===== config.mk =====
export PLATFORM = sky130hd
export DESIGN_NAME = mem_arbiter
export DESIGN_NICKNAME = d
export VERILOG_FILES = /design/src/rtl/mem_arbiter.sv
export SDC_FILE = /design/constraint.sdc
export NUM_CORES = 1
export LEC_CHECK = 0
export BUFFER_PORTS_ARGS = -buffer_cell sky130_fd_sc_hd__buf_4
export CAP_MARGIN = 10
export CORE_AREA = 2 2 159 161
export CTS_CLUSTER_SIZE = 24
export DETAILED_ROUTE_END_ITERATION = 10
export DIE_AREA = 0 0 161 163
export GPL_TIMING_DRIVEN = 0
export PLACE_DENSITY = 0.72
export SLEW_MARGIN = 30
export SYNTH_ARGS = -nofsm -noshare
export SYNTH_HDL_FRONTEND = slang
export SYNTH_SLANG_ARGS = --single-unit

===== constraint.sdc =====
create_clock -name clk -period 2.13 [get_ports clk]
set_input_delay 0.426 -clock clk [delete_from_list [all_inputs] [get_ports clk]]
set_output_delay 0.426 -clock clk [all_outputs]
set_load 0.05 [all_outputs]

===== src/rtl/mem_arbiter.sv =====
// Two-port arbiter in front of a shared single-port memory: the MEM-stage data
// port normally wins, and a pending fetch is forced through after STARVE_LIMIT data grants.
`timescale 1ns/1ps
module mem_arbiter #(
    parameter int STARVE_LIMIT = 4,
    localparam int CNT_W = $clog2(STARVE_LIMIT + 1)
) (
    input  logic             clk,
    input  logic             rst,
    input  logic             d_req,
    input  logic             d_we,
    input  logic [31:0]      d_addr,
    input  logic [63:0]      d_wdata,
    output logic             d_gnt,
    output logic             d_rvalid,
    output logic [63:0]      d_rdata,
    input  logic             i_req,
    input  logic [31:0]      i_addr,
    output logic             i_gnt,
    output logic             i_rvalid,
    output logic [31:0]      i_rdata,
    output logic             mem_req,
    output logic             mem_we,
    output logic [31:0]      mem_addr,
    output logic [63:0]      mem_wdata,
    input  logic             mem_ready,
    input  logic             mem_rvalid,
    input  logic [63:0]      mem_rdata,
    output logic             busy,
    output logic [1:0]       state_dbg,
    output logic [CNT_W-1:0] starve_dbg
);

    localparam logic [1:0] S_IDLE    = 2'd0;
    localparam logic [1:0] S_ISSUE   = 2'd1;
    localparam logic [1:0] S_WAIT_RD = 2'd2;

    logic [1:0]       state;
    logic [CNT_W-1:0] starve_cnt;
    logic             cmd_owner;  // 0: data port, 1: fetch port
    logic             cmd_we;
    logic [31:0]      cmd_addr;
    logic [63:0]      cmd_wdata;
    logic             starved;
    logic             fetch_wins;

    assign starved    = (starve_cnt == CNT_W'(STARVE_LIMIT));
    assign fetch_wins = i_req && (!d_req || starved);

    // Handshakes: a requester holds req and its command until the one-cycle gnt;
    // the memory takes the command on mem_req && mem_ready and answers later with
    // a one-cycle mem_rvalid, which is only honoured while a read is outstanding.
    always_ff @(posedge clk) begin
        if (!rst) begin
            state      <= S_IDLE;
            starve_cnt <= '0;
            cmd_owner  <= 1'b0;
            cmd_we     <= 1'b0;
            cmd_addr   <= '0;
            cmd_wdata  <= '0;
            d_gnt      <= 1'b0;
            i_gnt      <= 1'b0;
            d_rvalid   <= 1'b0;
            i_rvalid   <= 1'b0;
            d_rdata    <= '0;
            i_rdata    <= '0;
        end else begin
            d_gnt    <= 1'b0;
            i_gnt    <= 1'b0;
            d_rvalid <= 1'b0;
            i_rvalid <= 1'b0;
            case (state)
                S_IDLE: begin
                    if (d_req || i_req) begin
                        state     <= S_ISSUE;
                        cmd_owner <= fetch_wins;
                        if (fetch_wins) begin
                            cmd_we     <= 1'b0;
                            cmd_addr   <= i_addr;
                            cmd_wdata  <= '0;
                            i_gnt      <= 1'b1;
                            starve_cnt <= '0;
                        end else begin
                            cmd_we    <= d_we;
                            cmd_addr  <= d_addr;
                            cmd_wdata <= d_wdata;
                            d_gnt     <= 1'b1;
                            if (!i_req) begin
                                starve_cnt <= '0;
                            end else if (!starved) begin
                                starve_cnt <= starve_cnt + CNT_W'(1);
                            end
                        end
                    end else begin
                        starve_cnt <= '0;
                    end
                end
                S_ISSUE: begin
                    if (mem_ready) begin
                        state <= cmd_we ? S_IDLE : S_WAIT_RD;
                    end
                end
                S_WAIT_RD: begin
                    if (mem_rvalid) begin
                        state <= S_IDLE;
                        if (cmd_owner) begin
                            i_rdata  <= mem_rdata[31:0];
                            i_rvalid <= 1'b1;
                        end else begin
                            d_rdata  <= mem_rdata;
                            d_rvalid <= 1'b1;
                        end
                    end
                end
                default: state <= S_IDLE;
            endcase
        end
    end

    assign mem_req    = (state == S_ISSUE);
    assign mem_we     = mem_req && cmd_we;
    assign mem_addr   = cmd_addr;
    assign mem_wdata  = cmd_wdata;
    assign busy       = (state != S_IDLE);
    assign state_dbg  = state;
    assign starve_dbg = starve_cnt;

endmodule

# ---- Word level (Yosys, flattened, before mapping)
# Cells that the tools add are included.
dict set report op_classes {
  mul 0
  eq_ne 7
  shift 0
  n_div 0
  n_reduce_logical 14
  n_bitwise 1
  n_lt_le_gt_ge 0
  n_addsub 1
  mux 16
}
# operator count
set op_table {}
lappend op_table {{64-bit 2-to-1 mux} 1}
lappend op_table {{32-bit 2-to-1 mux} 1}
lappend op_table {{3-bit AND reduction} 5}
lappend op_table {{3-bit 2-to-1 mux} 4}
lappend op_table {{2-bit 2-to-1 mux} 4}
lappend op_table {{2-bit case mux with 3 select lines} 1}
lappend op_table {{1-bit 2-to-1 mux} 5}
lappend op_table {{2-bit != test (second input constant)} 2}
lappend op_table {{4-bit != test (second input constant)} 1}
lappend op_table {{2-bit AND reduction} 2}
lappend op_table {{3-bit by 1-bit adder with 3-bit output (second input constant)} 1}
lappend op_table {{3-bit == test (second input constant)} 1}
lappend op_table {{2-bit by 1-bit == test with 1-bit output (second input constant)} 1}
lappend op_table {{2-bit == test (second input constant)} 1}
lappend op_table {{1-bit logical AND} 2}
lappend op_table {{2-bit zero test} 1}
lappend op_table {{1-bit logical OR} 2}
lappend op_table {{2-bit by 1-bit != test with 1-bit output (second input constant)} 1}
lappend op_table {{2-bit nonzero test} 1}
lappend op_table {{1-bit zero test} 1}
lappend op_table {{1-bit inverter} 1}
dict set report totals {
  inputBits 199
  mem_bits_ro 0
  mem_count 0
  elab_cells 51
  latchBits 0
  reg_bits 203
  ramBits 0
}

# ---- Logic depth before layout (Yosys ltp)
dict set report depth {
  word_depth 5
  depth_mapped 7
}

# ---- Worst setup path before layout
# No wires, ideal clock.
dict set report synth_timing {
  path_type {register to output}
  from {register state[0] (netlist: state_dbg[0])}
  to {output mem_we}
  t_required_ps 1704
  slack_ps -489
  arrival_time_ps 2193
  path_stages_with_launch 3
  cell_sequence {dfxtp_1 nor2b_1 and2_1}
}
dict set report synth_between {
  elab_chain_len 2
}
# item line
set synth_rtl {}
lappend synth_rtl {{start: declaration} 38} ;# logic [1:0] state;
lappend synth_rtl {{start signal: assignment} 100} ;# state <= cmd_we ? S_IDLE : S_WAIT_RD;
lappend synth_rtl {{2-bit by 1-bit == test with 1-bit output} 120} ;# assign mem_req = (state == S_ISSUE);
lappend synth_rtl {{net mem_req} 22} ;# output logic mem_req,
lappend synth_rtl {{1-bit logical AND} 121} ;# assign mem_we = mem_req && cmd_we;
lappend synth_rtl {{end: declaration} 23} ;# output logic mem_we,
# The timed path passes the listed nets, and every way through them passes these cells.

# ---- Worst setup path after layout
dict set report layout_timing {
  from {register state[1] (netlist: state_dbg[1])}
  to {output busy}
}
dict set report layout_between {
  elab_chain_len 1
}
# item line
set layout_rtl {}
lappend layout_rtl {{2-bit nonzero test} 124} ;# assign busy = (state != S_IDLE);
lappend layout_rtl {{end: declaration} 29} ;# output logic busy,
# Every way passes these cells.

==> qor.yml <==
floorplanning:
  die_x_um: 161
  die_area_um2: 26200
  coreArea_um2: 24700
  pin_count: 403
  start_util_pct: 34.1
  num_rows: 58
  die_h_um: 163
finish:
  nets: 1576
  syn2layout_area_growth_pct: 49.6
  drive_gt1_share_pct: 35.2
  multi_input_area_um2: 3880
  n_antenna_cell: 0
  regArea_um2: 4070
  final_cell_area_um2: 12600
  fillerInstances: 2379
power_and_ir_drop:
  p_per_area_nw_per_um2: 798
  power.leakage_nw: 5.50
  max-vdd-ir-drop_v: 0.000571
yosys:
  avgSynthCellArea_um2: 8.84
  synth_ff_type: "dfxtp_1"
  seq_area_frac_synth_pct: 48.3
  synth_commonest_cells: "dfxtp_1, nand2_1, a21boi_0"
  synth_top_family_by_area: "compound AO/OA/AOI/OAI gates"
  syn_area_um2: 8410
  yosys.area.top_type_share_pct: 48.3
  synth_compound_area_share_pct: 28.7
  yosysTopAreaCell: "dfxtp_1"
  synth.net_count: 1152
  synth-edff-count: 0
  synthAdderAreaFrac_pct: 0.298
  synthArstFlopShare_pct: 0
  yosysMostFrequentCell: "dfxtp_1"
  synthXorXnorAreaFrac_pct: 0
  ys_seq_elements: 203
  yosys.area_share.simple_pct: 17.0
  synth.area.top_cells: "dfxtp_1, a21boi_0, nand2_1"
  yosysUniqueCellTypes: 37
  ys_warn_count: 0
  syn_inst: 951
  muxShareOfSynthArea_pct: 0
route:
  wirelength_um: 31200
  vias_per_cell: 5.02
  vias: 8626
  dr.pass1.iters: 4
  drc: 0
  postRouteAntennaNets: 0
  dr.first_iter.drc_count: 518
  post_drt_wl_per_cell_um: 18.1
timing:
  grt_setup_unrepaired: "no"
  fin_crit_ns: 2.06
  finalClockSkew_ns: 0.00492
  tightest_slew_ns: 0.791
  final_max_slew_viol_count: 0
  worst_hold_slack_ns: 0.169
  max_freq_mhz: 485
  finalHoldViolations: 0
  tns_ns: 0
  setup_viol: 0
  max_slew_margin_pct: 47.3
  worst_slack_ns: 0.0681
  min_period_over_period_pct: 96.8
critical_path:
  required_ns: 1.70
  critical_path_arrival_ns: 1.64
  rr_worst_depth: 6
  worstSetupStartpointType: "flop"
  setup.worst_path.end_class: "primary output"
  worstSetupPathType: "reg2out"
  crit_fanout: 12
placement:
  io_buffer_count: 400
  hpwl_um: 23700
  dp_slack_ns: 0.0480
  gp_congestion: 0.820
  post_dp_cell_area_um2: 11800
global_route:
  grt_max_degree: 13
  overflow: 0
  grt_pass1_vias: 8451
  grt_util_all_layers_pct: 22.3
  grt_antenna_before_repair: 0
  grt_pass1_wl_um: 46700
status:
  status: "finished clean"
cts:
  cts.sinks: 203
  htreeDepth: 1
  clkLatencyLatePin_ns: 0.50
  clockBufferDepth: 3
  numCtsBuffers: 23
  clk_pin_slew_ns: 0.06
  root_buffer: "clkbuf_16"
  cts_tree: "done"
  hold_buffers: 0
job:
  cap_violations: 0
min_path:
  min_path_cells: 3
  hold_path.class: "in2reg"
==> power by group <==
part | switching (mW) | internal (mW) | leakage (nW)
Clock | 1.56 | 2.36 | 0.361
Sequential | 0.106 | 3.98 | 1.66
Combinational | 1.25 | 0.773 | 3.49
Total | 2.92 | 7.12 | 5.50
==> flip-flops by register name, indices dropped and copies added, names as in the netlist <==
name	flops
i_rdata	32
mem_addr	32
state_dbg	2
d_rdata	64
cmd_we	1
starve_dbg	3
i_gnt	1
d_gnt	1
d_rvalid	1
cmd_owner	1
i_rvalid	1
mem_wdata	64
==> cells by family (layout without fill, tap and decap cells) <==
logic type | count (synthesis) | after routing
AND/OR/NAND/NOR | 314 | 314
buffers and inverters | 99 | 538
AO/OA/AOI/OAI | 333 | 333
adder cells (fa/ha/maj) | 2 | 2
flip-flops | 203 | 203
==> worst max-delay path, cell delays in order (launching register included) <==
cell,delay (ns)
dfxtp_4,0.39
nor2_4,0.22
inv_4,0.12
buf_4,0.20
buf_4,0.20
==> through the flow <==
step / cells / utilization, % / total power, mW
CTS: 1720 / 51.0 / 10.1
finish: 1720 / 51.0 / 10.0
global route: 1720 / 51.0 / 10.4
global placement: 1681 / 48.0 / 6.17
floorplan: 951 / - / 5.36
detailed placement: 1681 / 48.0 / 6.19
==> repair_timing <==
item                                   in CTS  in global routing
buffers inserted                            0                  0
endpoints found under the hold margin       0                  0
setup endpoints to repair                   1                  1
resized for setup                           4                  1
==> area by class of cell <==
class / instances / share of cell area (%)
sequential: 203 / 32.4
multi-input combinational: 649 / 30.8
timing repair buffer: 400 / 23.9
clock buffer: 34 / 5.22
buffer: 95 / 3.66
tap: 330 / 3.28
clock inverter: 6 / 0.657
inverter: 3 / 0.109
==> layout by cell type, fill, tap and decap left out, drive strengths merged, types with 2 or more instances in the layout <==
cell type / instances
o21bai: 32
nand3: 67
ha: 2
bufinv: 2
o311a: 32
nor2b: 2
inv: 3
and3: 33
clkbuf: 82
nand4: 2
clkinv: 3
nor3b: 2
o21ai: 67
and2: 3
nand2: 195
buf: 447
a21boi: 199
dfxtp: 203
nor2: 2
==> path summary, 6_finish.rpt <==
kind                                    start          end  slack, ns
worst max-delay path             state_dbg[1]         busy       0.07
worst min-delay path            mem_rdata[50]  d_rdata[50]       0.17
worst max register to register  starve_dbg[0]  mem_addr[0]       0.21
worst min register to register    d_rdata[46]  d_rdata[46]       0.45
==> routing by layer <==
layer | wire length, um | GRT usage [%] | vias to the layer above | part of all wire, %
li1 | - | - | 4169 | -
met1 | 12400 | 26.3 | 4060 | 40
met2 | 15500 | 39.7 | 343 | 50
met3 | 2450 | 5.68 | 54 | 7.9
met4 | 865 | 7.35 | 0 | 2.8
met5 | 0 | 0 | - | 0
No activity file was read; power rests on OpenSTA's default activity.
